$ cat config.mk
export PLATFORM = sky130hd
export DESIGN_NAME = cmd_scheduler_flat
export DESIGN_NICKNAME = d
export VERILOG_FILES = /design/src/rtl/cmd_sched_pkg.sv /design/src/rtl/cmd_scheduler_if.sv /design/src/rtl/cmd_decode.sv /design/src/rtl/cmd_scheduler.sv /design/src/flat_wrapper.sv
export SDC_FILE = /design/constraint.sdc
export NUM_CORES = 1
export LEC_CHECK = 0
export BUFFER_PORTS_ARGS = -buffer_cell sky130_fd_sc_hd__buf_2
export CORE_UTILIZATION = 40
export DETAILED_ROUTE_END_ITERATION = 8
export PLACE_DENSITY = 0.83
export SYNTH_ARGS = -nofsm -noshare
export SYNTH_HDL_FRONTEND = slang
export SYNTH_SLANG_ARGS = --single-unit
$ cat constraint.sdc
create_clock -name clk -period 2.3 [get_ports clk]
set_clock_uncertainty 0.15 [all_clocks]
set_input_delay 0.345 -clock clk [delete_from_list [all_inputs] [get_ports clk]]
set_output_delay 0.345 -clock clk [all_outputs]
set_load 0.05 [all_outputs]
$ cat src/rtl/cmd_sched_pkg.sv
// Shared definitions for the command scheduler: opcode table, engine slot
// indices, FSM state encoding and default parameter values.
package cmd_sched_pkg;

  localparam int          N_ENG_DEF     = 8;
  localparam logic [7:0]  NAK_BYTE_DEF  = 8'h3F;
  localparam int          TIMEOUT_W_DEF = 24;

  // Opcodes understood by the scheduler
  localparam logic [7:0] OP_SAMPLER   = 8'h21;
  localparam logic [7:0] OP_SAMPLE_RD = 8'h22;
  localparam logic [7:0] OP_MEM_CLR   = 8'h23;
  localparam logic [7:0] OP_OFFSET    = 8'h24;
  localparam logic [7:0] OP_ADC_SEL   = 8'h25;
  localparam logic [7:0] OP_TRIG_CFG  = 8'h31;
  localparam logic [7:0] OP_REPLAYER  = 8'h71;
  localparam logic [7:0] OP_REPLY_CNT = 8'h72;

  // Engine slot index for each opcode
  localparam int ENG_SAMPLER   = 0;
  localparam int ENG_SAMPLE_RD = 1;
  localparam int ENG_MEM_CLR   = 2;
  localparam int ENG_OFFSET    = 3;
  localparam int ENG_ADC_SEL   = 4;
  localparam int ENG_TRIG_CFG  = 5;
  localparam int ENG_REPLAYER  = 6;
  localparam int ENG_REPLY_CNT = 7;

  // Opcode table: entry i is the opcode that grants engine slot i
  localparam logic [7:0] OP_TABLE [N_ENG_DEF] = '{
    OP_SAMPLER, OP_SAMPLE_RD, OP_MEM_CLR, OP_OFFSET,
    OP_ADC_SEL, OP_TRIG_CFG, OP_REPLAYER, OP_REPLY_CNT
  };

  typedef enum logic [2:0] {
    ST_IDLE     = 3'd0,
    ST_RUN      = 3'd1,
    ST_NAK_SEND = 3'd2,
    ST_NAK_WAIT = 3'd3,
    ST_DRAIN    = 3'd4
  } state_t;

endpackage

$ cat src/rtl/cmd_scheduler_if.sv
// Bus bundle between the command scheduler and its UART / engine neighbours.
//
// Handshake semantics:
//   rx_ready is a one-cycle byte-valid strobe; rx_data is only meaningful
//   while it is high. tx_start asks uart_tx to send tx_data; uart_tx
//   acknowledges by raising tx_active and holds it for the whole transmit.
//   eng_activate is a level grant held until the engine's eng_done strobe.
interface cmd_scheduler_if
  import cmd_sched_pkg::*;
#(
  parameter int N_ENG = N_ENG_DEF
);
  logic [7:0]         rx_data;
  logic               rx_ready;
  logic               tx_active;
  logic [7:0]         tx_data;
  logic               tx_start;
  logic [N_ENG-1:0]   eng_activate;
  logic [N_ENG-1:0]   eng_done;
  logic [8*N_ENG-1:0] eng_tx_data;
  logic [N_ENG-1:0]   eng_tx_start;
  logic               busy;
  logic [7:0]         cur_cmd;
  logic               timeout;
  state_t             state_dbg;

  // Scheduler side
  modport master (
    input  rx_data, rx_ready, tx_active, eng_done, eng_tx_data, eng_tx_start,
    output tx_data, tx_start, eng_activate, busy, cur_cmd, timeout, state_dbg
  );

  // Environment side (UART front end and engines)
  modport slave (
    output rx_data, rx_ready, tx_active, eng_done, eng_tx_data, eng_tx_start,
    input  tx_data, tx_start, eng_activate, busy, cur_cmd, timeout, state_dbg
  );
endinterface

$ cat src/rtl/cmd_decode.sv
// Combinational opcode decoder: opcode byte -> {valid, one-hot engine slot}.
module cmd_decode
  import cmd_sched_pkg::*;
#(
  parameter int N_ENG = N_ENG_DEF
) (
  input  logic [7:0]       opcode,
  output logic             valid,
  output logic [N_ENG-1:0] onehot
);

  // Compare against every table entry; table entries are distinct so at most one bit sets
  always_comb begin
    onehot = '0;
    for (int i = 0; i < N_ENG; i++) begin
      if (opcode == OP_TABLE[i]) onehot[i] = 1'b1;
    end
    valid = |onehot;
  end

endmodule

$ cat src/rtl/cmd_scheduler.sv
// Central command sequencer: decodes an opcode byte, grants one engine,
// muxes that engine onto the shared uart_tx port, NAKs unknown opcodes.
// Optional RUN watchdog enabled by defining CMD_WATCHDOG_EN.
module cmd_scheduler
  import cmd_sched_pkg::*;
#(
  parameter int         N_ENG     = N_ENG_DEF,
  parameter logic [7:0] NAK_BYTE  = NAK_BYTE_DEF,
  parameter int         TIMEOUT_W = TIMEOUT_W_DEF
) (
  input logic             clk,
  input logic             rst,
  cmd_scheduler_if.master bus
);

  // The opcode table is fixed in the package, so the slot count must match it
  if (N_ENG != N_ENG_DEF) begin : g_neng_check
    $error("N_ENG must equal the package opcode table size");
  end
  if (TIMEOUT_W < 2) begin : g_tw_check
    $error("TIMEOUT_W must be at least 2");
  end

  state_t           state_q, state_d;
  logic [N_ENG-1:0] grant_q, grant_d;
  logic [7:0]       cur_cmd_q, cur_cmd_d;
  logic [7:0]       tx_data_q;
  logic [7:0]       tx_data_o;
  logic             tx_start_o;
  logic             dec_valid;
  logic [N_ENG-1:0] dec_onehot;
  logic [7:0]       mux_data;
  logic             mux_start;
  logic             done_hit;

`ifdef CMD_WATCHDOG_EN
  logic                 timeout_q, timeout_d;
  logic [TIMEOUT_W-1:0] cnt_q, cnt_d, cnt_inc;
`endif

  cmd_decode #(.N_ENG(N_ENG)) u_decode (
    .opcode (bus.rx_data),
    .valid  (dec_valid),
    .onehot (dec_onehot)
  );

  // AND-OR mux of the granted engine's transmit request (grant is one-hot)
  always_comb begin
    mux_data  = '0;
    mux_start = 1'b0;
    for (int i = 0; i < N_ENG; i++) begin
      if (grant_q[i]) begin
        mux_data  = mux_data | bus.eng_tx_data[8*i +: 8];
        mux_start = mux_start | bus.eng_tx_start[i];
      end
    end
  end

  // Only the granted engine's done counts
  assign done_hit = |(bus.eng_done & grant_q);

`ifdef CMD_WATCHDOG_EN
  assign cnt_inc = cnt_q + 1'b1;
`endif

  // Next-state and output decode
  always_comb begin
    state_d    = state_q;
    grant_d    = grant_q;
    cur_cmd_d  = cur_cmd_q;
    tx_data_o  = tx_data_q;
    tx_start_o = 1'b0;
`ifdef CMD_WATCHDOG_EN
    timeout_d  = timeout_q;
    cnt_d      = cnt_q;
`endif
    case (state_q)
      ST_IDLE: begin
        if (bus.rx_ready) begin
          cur_cmd_d = bus.rx_data;
          if (dec_valid) begin
            grant_d = dec_onehot;
            state_d = ST_RUN;
`ifdef CMD_WATCHDOG_EN
            cnt_d   = '0;
`endif
          end else begin
            state_d = ST_NAK_SEND;
          end
        end
      end
      ST_RUN: begin
        tx_data_o  = mux_data;
        tx_start_o = mux_start;
        // Incoming rx bytes belong to the engine here and are not decoded
        if (done_hit) begin
          grant_d = '0;
          state_d = ST_DRAIN;
        end
`ifdef CMD_WATCHDOG_EN
        else if (&cnt_inc) begin
          grant_d   = '0;
          timeout_d = 1'b1;
          state_d   = ST_DRAIN;
        end else begin
          cnt_d = cnt_inc;
        end
`endif
      end
      ST_NAK_SEND: begin
        tx_data_o  = NAK_BYTE;
        tx_start_o = ~bus.tx_active;
        if (bus.tx_active) state_d = ST_NAK_WAIT;
      end
      ST_NAK_WAIT: begin
        if (!bus.tx_active) state_d = ST_DRAIN;
      end
      ST_DRAIN: begin
        // Wait out trailing bytes and in-flight transmits before re-arming
        if (!bus.rx_ready && !bus.tx_active) state_d = ST_IDLE;
      end
      default: begin
        state_d = ST_IDLE;
        grant_d = '0;
      end
    endcase
  end

  // State and datapath registers; reset wins over everything
  always_ff @(posedge clk) begin
    if (rst) begin
      state_q   <= ST_IDLE;
      grant_q   <= '0;
      cur_cmd_q <= 8'h00;
      tx_data_q <= 8'h00;
`ifdef CMD_WATCHDOG_EN
      timeout_q <= 1'b0;
      cnt_q     <= '0;
`endif
    end else begin
      state_q   <= state_d;
      grant_q   <= grant_d;
      cur_cmd_q <= cur_cmd_d;
      tx_data_q <= tx_data_o;
`ifdef CMD_WATCHDOG_EN
      timeout_q <= timeout_d;
      cnt_q     <= cnt_d;
`endif
    end
  end

  assign bus.tx_data      = tx_data_o;
  assign bus.tx_start     = tx_start_o;
  assign bus.eng_activate = grant_q;
  assign bus.busy         = (state_q != ST_IDLE);
  assign bus.cur_cmd      = cur_cmd_q;
  assign bus.state_dbg    = state_q;
`ifdef CMD_WATCHDOG_EN
  assign bus.timeout      = timeout_q;
`else
  assign bus.timeout      = 1'b0;
`endif

  // The grant may never name more than one engine
  a_grant_onehot0: assert property (@(posedge clk) disable iff (rst) $onehot0(grant_q));

endmodule

$ cat src/flat_wrapper.sv
// flat-port wrapper written by rule: the top's interface ports become plain ports
module cmd_scheduler_flat import cmd_sched_pkg::*;
#(
  parameter int         N_ENG     = N_ENG_DEF,
  parameter logic [7:0] NAK_BYTE  = NAK_BYTE_DEF,
  parameter int         TIMEOUT_W = TIMEOUT_W_DEF
)
  (clk, rst, bus_rx_data, bus_rx_ready, bus_tx_active, bus_eng_done, bus_eng_tx_data, bus_eng_tx_start, bus_tx_data, bus_tx_start, bus_eng_activate, bus_busy, bus_cur_cmd, bus_timeout, bus_state_dbg);
  cmd_scheduler_if #(.N_ENG(N_ENG)) bus_i ();
  input logic clk;
  input logic rst;
  input wire logic [$bits(bus_i.rx_data)-1:0] bus_rx_data;
  input wire logic [$bits(bus_i.rx_ready)-1:0] bus_rx_ready;
  input wire logic [$bits(bus_i.tx_active)-1:0] bus_tx_active;
  input wire logic [$bits(bus_i.eng_done)-1:0] bus_eng_done;
  input wire logic [$bits(bus_i.eng_tx_data)-1:0] bus_eng_tx_data;
  input wire logic [$bits(bus_i.eng_tx_start)-1:0] bus_eng_tx_start;
  output wire logic [$bits(bus_i.tx_data)-1:0] bus_tx_data;
  output wire logic [$bits(bus_i.tx_start)-1:0] bus_tx_start;
  output wire logic [$bits(bus_i.eng_activate)-1:0] bus_eng_activate;
  output wire logic [$bits(bus_i.busy)-1:0] bus_busy;
  output wire logic [$bits(bus_i.cur_cmd)-1:0] bus_cur_cmd;
  output wire logic [$bits(bus_i.timeout)-1:0] bus_timeout;
  output wire logic [$bits(bus_i.state_dbg)-1:0] bus_state_dbg;
  assign bus_i.rx_data = bus_rx_data;
  assign bus_i.rx_ready = bus_rx_ready;
  assign bus_i.tx_active = bus_tx_active;
  assign bus_i.eng_done = bus_eng_done;
  assign bus_i.eng_tx_data = bus_eng_tx_data;
  assign bus_i.eng_tx_start = bus_eng_tx_start;
  assign bus_tx_data = bus_i.tx_data;
  assign bus_tx_start = bus_i.tx_start;
  assign bus_eng_activate = bus_i.eng_activate;
  assign bus_busy = bus_i.busy;
  assign bus_cur_cmd = bus_i.cur_cmd;
  assign bus_timeout = bus_i.timeout;
  assign bus_state_dbg = bus_i.state_dbg;
  cmd_scheduler #(.N_ENG(N_ENG), .NAK_BYTE(NAK_BYTE), .TIMEOUT_W(TIMEOUT_W)) u_core (.clk(clk), .rst(rst), .bus(bus_i));
endmodule
==> results by group <==
Clocking
  – Number of buffers created by CTS: 3
  – Clock latency of the later-clocked register in the worst-skew pair: 0.27 ns
  – Number of hold buffers added after cts: 0
  – Root buffer cell: clkbuf_8
  – H-tree lvl count: 1
  – Clock buffer depth: 2
  – Reg clk slew, reported paths: 0.09 ns
  – Clock sink count: 27
  – CTS tree: yes

Global route
  – Via count of the first global-routing pass: 1935
  – Global-route wire length before repair: 8763 µm
  – Total global-route track usage: 25.74%
  – Maximum number of pins on one net before global-route repair: 23
  – Initial antenna violation count: 0
  – Overflow left after global routing: 0

Timing
  – Max Clock Freq: 449.2 MHz
  – Fin crit share: 96.79%
  – Total Negative Setup Slacks: 0 ns
  – Max-slew violations: 0
  – Hold Fails Final Rpt: 0
  – Number of setup violations in the final report: 0
  – Minimum clock period after layout: 2.226 ns

Logic synthesis
  – Fraction of synthesis flops using an asynchronous set or reset pin: 0%
  – Post-synth cell types: 41
  – Top_reg_cell synth: dfxtp_1
  – Synth top cells by count: a22oi_1 (34), nand2_1 (31), dfxtp_1 (27), nor2_1 (17), clkbuf_1 (13)
  – Number of flops mapped to enable cells by yosys: 0
  – Warnings, synthesis: 0
  – Post-synthesis cell count: 213
  – Library cell with the highest instance count after synthesis: a22oi_1
  – Share of synthesized area occupied by flip-flops and latches: 32.46%
  – Number of synthesized register bits: 27
  – Post-synth top area cell: dfxtp_1
  – Avg Cell Area, Syn: 7.819 µm²
  – Post-Synthesis Cell Area: 1665 µm²
  – Post-Synthesis Net Count: 305
  – Portion of synthesized cell area occupied by the leading cell type: 32.46%
  – Synth top area cells: dfxtp_1 (32%), a22oi_1 (15%), nand2_1 (7.0%)

Setup path
  – Worst reg2reg path startpoint: u_core.bus.eng_activate[1]
  – Worst setup path start: u_core.bus.state_dbg[1]
  – R2R cell count: 6
  – Worst Path Max Fanout: 12
  – Critical Path End Type: primary output
  – End point of the critical path: bus_tx_data[3]
  – WP data arrival: 1.73 ns
  – Type of element launching the critical path: flip-flop
  – R2r setup slk: 0.39 ns
  – Category of the critical setup timing path: reg -> out
  – Endpoint of the lowest-slack register-to-register path: u_core.bus.state_dbg[0]
  – Required time reported for the critical path endpoint: 1.80 ns

Cells and area
  – Number of nets in the final layout: 427
  – Antenna cell count: 0
  – Cell area after layout: 2564 µm²
  – Area added between synthesis and finish: 53.94%
  – Number of filler cells placed in the layout: 367
  – Fraction of final layout cells with drive strength greater than 1: 50.00%
  – Seq. cell area: 551.8 µm²
  – Area of combinational cells with multiple inputs: 1180 µm²

Detailed routing
  – Overall routed net length: 5779 µm
  – Met2 Routed Length: 3042 µm
  – Detailed Routing Iterations Pass 1: 4
  – Post-route antenna net violation count: 0
  – Highest metal layer with signal wires: met4
  – Detail-routed net length per standard cell: 15.05 µm
  – Met3 wire length: 403 µm
  – Detailed-route via count: 2117
  – Number of violations reported at the end of detailed-routing iteration 0: 112
  – Drc violations: 0
  – Met1 layer wirelength in the final routing: 2319 µm
  – Via density per instance: 5.513

Floorplanning
  – Width of the die: 66.53 µm
  – Die area: 4426 µm²
  – Standard-cell rows: 23
  – Core box area: 4000 µm²
  – Count of boundary I/O pins: 122
  – Initial standard-cell utilization of the core: 41.63%
  – Chip height: 66.53 µm

Placed design
  – Standard cell area after detailed placement: 2436 µm²
  – Number of input and output port buffers inserted: 120
  – Last weighted congestion value of the routability-driven placer: 0.8548
  – DP HPWL: 4407 µm

Min path
  – Class of the tightest hold or removal check: in -> reg

Pwr
  – Cell Pwr Density: 1059 nW/µm²
  – VDD IR max: 0.4600 mV
  – Total leakage power: 1.136 nW

Run
  – Number of maximum-capacitance violations: 0

Outcome
  – Result of the run: completed
critical path: stages, from the launching register on:
cell      delay, ns
dfxtp_2        0.39
nor3b_4        0.24
buf_6          0.17
nand2_1        0.06
a221oi_2       0.25
a31oi_4        0.12
buf_2          0.23
layout make-up:
type | count | share of cell area, %
clock buffers | 3 | 1.611
clock inverters | 1 | 0.1952
inverters | 3 | 0.4392
multi-input cells | 166 | 46.02
flip-flops and latches | 27 | 21.52
well taps | 50 | 2.440
repair buffers | 134 | 27.77
routing by layer:
| layer | GRT usage [%] | up-vias |
|---|---|---|
| met2 | 50.64 | 92 |
| met5 | 0 | - |
| met3 | 4.281 | 2 |
| met1 | 29.54 | 981 |
| li1 | - | 1042 |
| met4 | 2.394 | 0 |
placed cells by master (no fill, tap or decap), drive strengths merged, types with 2 or more instances in the layout:
cell type    n
a31oi        7
nand2b       4
a21oi       13
nor3b        2
nand3        3
nor2        17
a22o         2
inv          3
nand4        3
nor4b        3
a22oi       34
nand4b       3
a221oi       6
o2bb2ai      5
clkbuf       3
dfxtp       27
nand2       31
o21ai        3
buf        134
nor2b       12
nor3         6
registers in the layout, indices dropped and copies added, names as in the netlist:
name	flops
u_core.tx_data_q	8
u_core.bus.eng_activate	8
u_core.bus.cur_cmd	8
u_core.bus.state_dbg	3
report_power, final:
part | switching (mW) | total (mW) | internal [mW]
sequential | 0.0671 | 0.632 | 0.565
clock | 0.142 | 0.263 | 0.121
combinational | 1.21 | 1.82 | 0.611
cell families after synthesis:
group	share of synthesized area, %
and+or+nand+nor	28.33
AOI/OAI and AO/OA	33.66
DFF	32.46
buffers and inverters	5.335
other	0.2252
worst min path at each step:
stage | start | to | slack, ns | cells after the start
final | bus_rx_data[5] | u_core.bus.cur_cmd[5] | 0.20 | 3
after global routing | bus_rx_data[5] | u_core.bus.cur_cmd[5] | 0.20 | 3
after CTS | bus_rx_data[7] | u_core.bus.cur_cmd[7] | 0.19 | 3
after detailed placement | u_core.bus.cur_cmd[5] | u_core.bus.cur_cmd[5] | 0.30 | 2
after global placement | u_core.bus.cur_cmd[7] | u_core.bus.cur_cmd[7] | 0.29 | 2
after floorplan | bus_rx_data[2] | u_core.bus.cur_cmd[2] | 0.33 | 2
through the flow:
| step | utilization, % | power, mW | hold slack (ns) | cells | setup WS, ns |
|---|---|---|---|---|---|
| 2_1_floorplan | - | 1.967 | 0.3310 | 213 | -0.01068 |
| 3_3_place_gp | 60.90 | 2.348 | 0.2929 | 377 | 0.2150 |
| 3_5_place_dp | 60.90 | 2.363 | 0.2983 | 377 | 0.1845 |
| 4_1_cts | 63.00 | 2.650 | 0.1903 | 381 | 0.004495 |
| 5_1_grt | 64.09 | 2.865 | 0.2020 | 384 | -0.01882 |
| 6_report | 64.09 | 2.714 | 0.1973 | 384 | 0.07391 |
what timing repair did:
| action | CTS | global route |
|---|---|---|
| pin swaps | 0 | 0 |
| gates cloned | 0 | 0 |
| setup buffers | 0 | 3 |
| setup endpoints to repair | 6 | 8 |
| gates resized for setup | 6 | 10 |
No activity file was read; power rests on OpenSTA's default activity.
